File: src/rtl/invntt_feeder.sv
// Coefficient buffer feeding invntt: host-loaded 2^DEPTH x 16 store, streamed out as
// even/odd coefficient pairs under readin_ok flow control.
module invntt_feeder #(
  parameter int unsigned DEPTH = 4,
  parameter int unsigned Q     = 3329
) (
  input  logic             clk,
  input  logic             reset,
  input  logic             wr_en,
  input  logic [DEPTH-1:0] wr_addr,
  input  logic [15:0]      wr_data,
  input  logic             start,
  input  logic             readin_ok,
  output logic             readin,
  output logic [15:0]      invntt_din_1,
  output logic [15:0]      invntt_din_2,
  output logic [DEPTH-1:0] in_index,
  output logic             full_in,
  output logic             busy,
  output logic             done,
  output logic             range_err
);

  localparam int unsigned N = 1 << DEPTH;

  typedef enum logic [1:0] {StIdle, StStream, StDone} state_e;

  state_e           r_state;
  state_e           w_state_next;
  logic [15:0]      r_mem [N];
  logic [DEPTH-1:0] r_index;
  logic             r_range_err;
  logic [DEPTH-1:0] w_index_hi;
  logic             w_last;
  logic             w_beat;
  logic             w_write;

  assign w_last     = (r_index == DEPTH'(N - 2));
  assign w_beat     = (r_state == StStream) && readin_ok;
  // Reset blocks the host write so a reset cycle has no side effects on the buffer.
  assign w_write    = !reset && (r_state == StIdle) && wr_en;
  assign w_index_hi = r_index + DEPTH'(1);

  always_ff @(posedge clk) begin
    if (reset) begin
      r_state <= StIdle;
    end else begin
      r_state <= w_state_next;
    end
  end

  always_comb begin
    w_state_next = r_state;
    case (r_state)
      StIdle:   if (start) w_state_next = StStream;
      StStream: if (w_beat && w_last) w_state_next = StDone;
      StDone:   w_state_next = StIdle;
      default:  w_state_next = StIdle;
    endcase
  end

  always_comb begin
    readin  = (r_state == StStream);
    busy    = (r_state == StStream);
    done    = (r_state == StDone);
    full_in = (r_state == StStream) && w_last;
  end

  always_ff @(posedge clk) begin
    if (reset) begin
      r_index <= '0;
    end else if (w_beat) begin
      r_index <= w_last ? '0 : r_index + DEPTH'(2);
    end
  end

  always_ff @(posedge clk) begin
    if (w_write) begin
      r_mem[wr_addr] <= wr_data;
    end
  end

  always_ff @(posedge clk) begin
    if (reset) begin
      r_range_err <= 1'b0;
    end else if (w_write && (wr_data >= 16'(Q))) begin
      r_range_err <= 1'b1;
    end
  end

  assign invntt_din_1 = r_mem[w_index_hi];
  assign invntt_din_2 = r_mem[r_index];
  assign in_index     = r_index;
  assign range_err    = r_range_err;

endmodule
File: config.mk
export PLATFORM = sky130hd
export DESIGN_NAME = invntt_feeder
export DESIGN_NICKNAME = d
export VERILOG_FILES = /design/src/rtl/invntt_feeder.sv
export SDC_FILE = /design/constraint.sdc
export NUM_CORES = 1
export LEC_CHECK = 0
export ABC_AREA = 1
export CELL_PAD_IN_SITES_DETAIL_PLACEMENT = 0
export CELL_PAD_IN_SITES_GLOBAL_PLACEMENT = 1
export CORE_ASPECT_RATIO = 1.2
export CORE_UTILIZATION = 50
export DETAILED_ROUTE_END_ITERATION = 16
export PLACE_DENSITY_LB_ADDON = 0.1
export SYNTH_ARGS = -nofsm -noshare
export SYNTH_HDL_FRONTEND = slang
export SYNTH_SLANG_ARGS = --single-unit
File: constraint.sdc
create_clock -name clk -period 3.1 [get_ports clk]
set_input_delay 0.31 -clock clk [delete_from_list [all_inputs] [get_ports clk]]
set_output_delay 0.31 -clock clk [all_outputs]
set_load 0.02 [all_outputs]
==> metrics.txt <==
status finished clean; via/cell ratio 5.66; Finish-stage setup viols 0; Peak Freq around 0.33 GHz; CTS tree yes; DRC errors left 0; register area share after synthesis 0.563; antenna violations before repair 1; maximum VDD drop 486 µV; ant diodes 0; unrepaired setup endpoints after global routing true; power density over cell area 466 nW/µm²; final setup TNS 0 ns; row cnt 66; FF-to-FF path depth 4; ratio of cells with drive above 1 in the final layout 0.0660; fin cells between 2000 and 2500; worst endpoint data arrival time 2.71 ns; Clock Path Buffers 3; Die Height 186 µm; Post-Syn Area 14000 µm²; largest net degree at the start of global routing 130; P_leak 7.16 nW; Startpoint Class flop; #FFs+latches synth 267; Worst Slack Setup Final 0.0769 ns; Cell Area, Placed approximately 15000 µm²; dpl hpwl 25.7 mm; Detail Route Antenna Nets 0; hold buffers post-CTS 0; Die ar. 28700 µm²; final core utilization 0.597; root buffer cell clkbuf_16; Net Count, Synth 1733; unique cell type count in the Yosys netlist 21; Fillers 2395; worst hold stages 3; total of max-cap violations 0; Cells after Synth between 1500 and 2000; hold path start start; IO Pins 66; fin crit period between 3 and 4 ns; Critical Setup Path Class flop to output pin; via count 12100; worst hold slack 0.429 ns; vias in the first global route 11500; storage element area 7920 µm²; GR Util All Layers 0.326; R2R Path Start r_state[0]; Place WS 0.388 ns; core area 27300 µm²; CP required 2.79 ns; clk slew on worst S/H paths 0.06 ns; CP Max Fanout 22; yosys warns 0; Worst Max-Slew Pin Slew 0.863 ns; setup repair bufs after CTS 0; number of buffers created by CTS 27; RD Place Congestion around 0.84; Crit. End Element output pin; Hold Vio Cnt, Final 0; clock sink count roughly 270; reg2reg end r_mem[13][11]; crit share post-route 0.975; placed instance count 2098; clock skew 0.0124 ns; total wire length 46.4 mm; drt initial violations 1448; Starting Density 0.514; R2R Setup Slk 0.97 ns; Area Growth Syn to Fin 16.3%; router iterations before antenna repair 5; Multi-input gate area 4700 µm²; Slew Limit Fails 0; Tot Pwr 7.61 mW; GRT Residual Overflow 0; Nets 1783; Hold Path Sink r_state[0]; Design Area, Final between 15000 and 20000 µm²; Worst-Skew Late Latency 0.55 ns; worst min path class input port to flop; first-pass GRT wire length between 60 and 70 mm; WL per Instance roughly 22 µm; syn avg cell area 8.23 µm²; Slew HR 0.424; die width 155 µm; H-Tree Depth 1; I/O Buffers 65
-- cell usage in the layout (no fill, tap or decap), types with 3 or more instances in the layout --
cell,n
a21oi_1,3
dfxtp_2,3
inv_1,267
nor3_1,5
nor2_1,13
nand3_1,452
clkbuf_16,29
dfxtp_1,6
clkinv_1,6
nand2_1,565
buf_4,31
buf_12,21
edfxtp_1,256
clkbuf_1,11
nor2_2,16
clkdlybuf4s50_1,54
dlymetal6s2s_1,9
-- cell usage after synthesis --
| cell type | count | area [µm²] |
|---|---|---|
| nand3_1 | 452 | 2260 |
| ha_1 | 3 | 37.5 |
| xor2_2 | 1 | 16.3 |
| xor2_1 | 2 | 17.5 |
| nor3_1 | 5 | 25.0 |
| buf_6 | 1 | 11.3 |
| o21ai_0 | 2 | 10.0 |
| inv_1 | 269 | 1010 |
| nor4_1 | 1 | 6.26 |
| nor2_1 | 29 | 109 |
| clkbuf_1 | 24 | 90.1 |
| xnor2_1 | 1 | 8.76 |
| buf_2 | 63 | 315 |
| edfxtp_1 | 256 | 7690 |
| inv_2 | 3 | 11.3 |
| a21oi_1 | 3 | 15.0 |
| nand2_1 | 565 | 2120 |
| dfxtp_1 | 11 | 220 |
| buf_1 | 11 | 41.3 |
| buf_4 | 2 | 15.0 |
| nor2b_1 | 1 | 6.26 |
-- report_power, final --
group | total, mW | internal (mW) | switching [mW]
sequential | 3.98 | 3.97 | 0.0126
clock | 3.04 | 1.68 | 1.36
combinational | 0.588 | 0.212 | 0.377
total | 7.61 | 5.86 | 1.75
-- state kept, by name, indices dropped and copies added, names as in the netlist, named ones only --
name / count
in_index: 4
r_mem: 256
r_state: 2
range_err: 1
-- repair_timing --
item,CTS,global route
setup endpoints to repair,11,17
hold endpoints to repair,0,0
cloned,0,2
resized for setup,4,16
-- worst max-delay path, cell delays in order (launching register included) --
cell	delay, ns
dfxtp_4	0.39
inv_4	0.05
ha_2	0.35
inv_4	0.16
buf_12	0.20
nand3_1	0.11
nand3_1	0.09
nand3_1	0.10
nand2_1	0.08
clkdlybuf4s50_1	0.61
-- final cells by class --
| cell class | count | area share |
|---|---|---|
| inverters | 272 | 0.0632 |
| well taps | 374 | 0.0287 |
| clock inverters | 9 | 0.00383 |
| clock buffers | 38 | 0.0439 |
| multi-input cells | 1065 | 0.288 |
| flip-flops and latches | 267 | 0.485 |
| repair buffers | 122 | 0.0872 |
-- worst max path at each step --
stage,startpoint,end,slack [ns],cells past startpoint
6_report,in_index[0],invntt_din_1[11],0.08,9
5_1_grt,in_index[0],invntt_din_1[10],-0.007,9
4_1_cts,in_index[1],invntt_din_1[4],0.02,8
3_5_place_dp,reset,r_mem[10][3],0.39,7
3_3_place_gp,in_index[0],invntt_din_1[8],0.48,8
2_1_floorplan,in_index[0],invntt_din_1[3],0.69,10
-- metal layers --
| layer | global-route usage | share of wire | routed length (µm) |
|---|---|---|---|
| met1 | 0.442 | 0.40 | 18600 |
| met4 | 0.122 | 0.033 | 1540 |
| met2 | 0.535 | 0.48 | 22100 |
| met5 | 0 | 0.00028 | 13 |
| met3 | 0.0452 | 0.090 | 4160 |
-- kinds of logic after synthesis --
group | count (synthesis) | share of synthesized area
buf+inv | 373 | 0.106
xor+xnor | 4 | 0.00303
simple gates | 1053 | 0.323
fa+ha+maj | 3 | 0.00267
compound gates | 5 | 0.00178
flops | 267 | 0.563
Power figures use the tool's default switching activity.
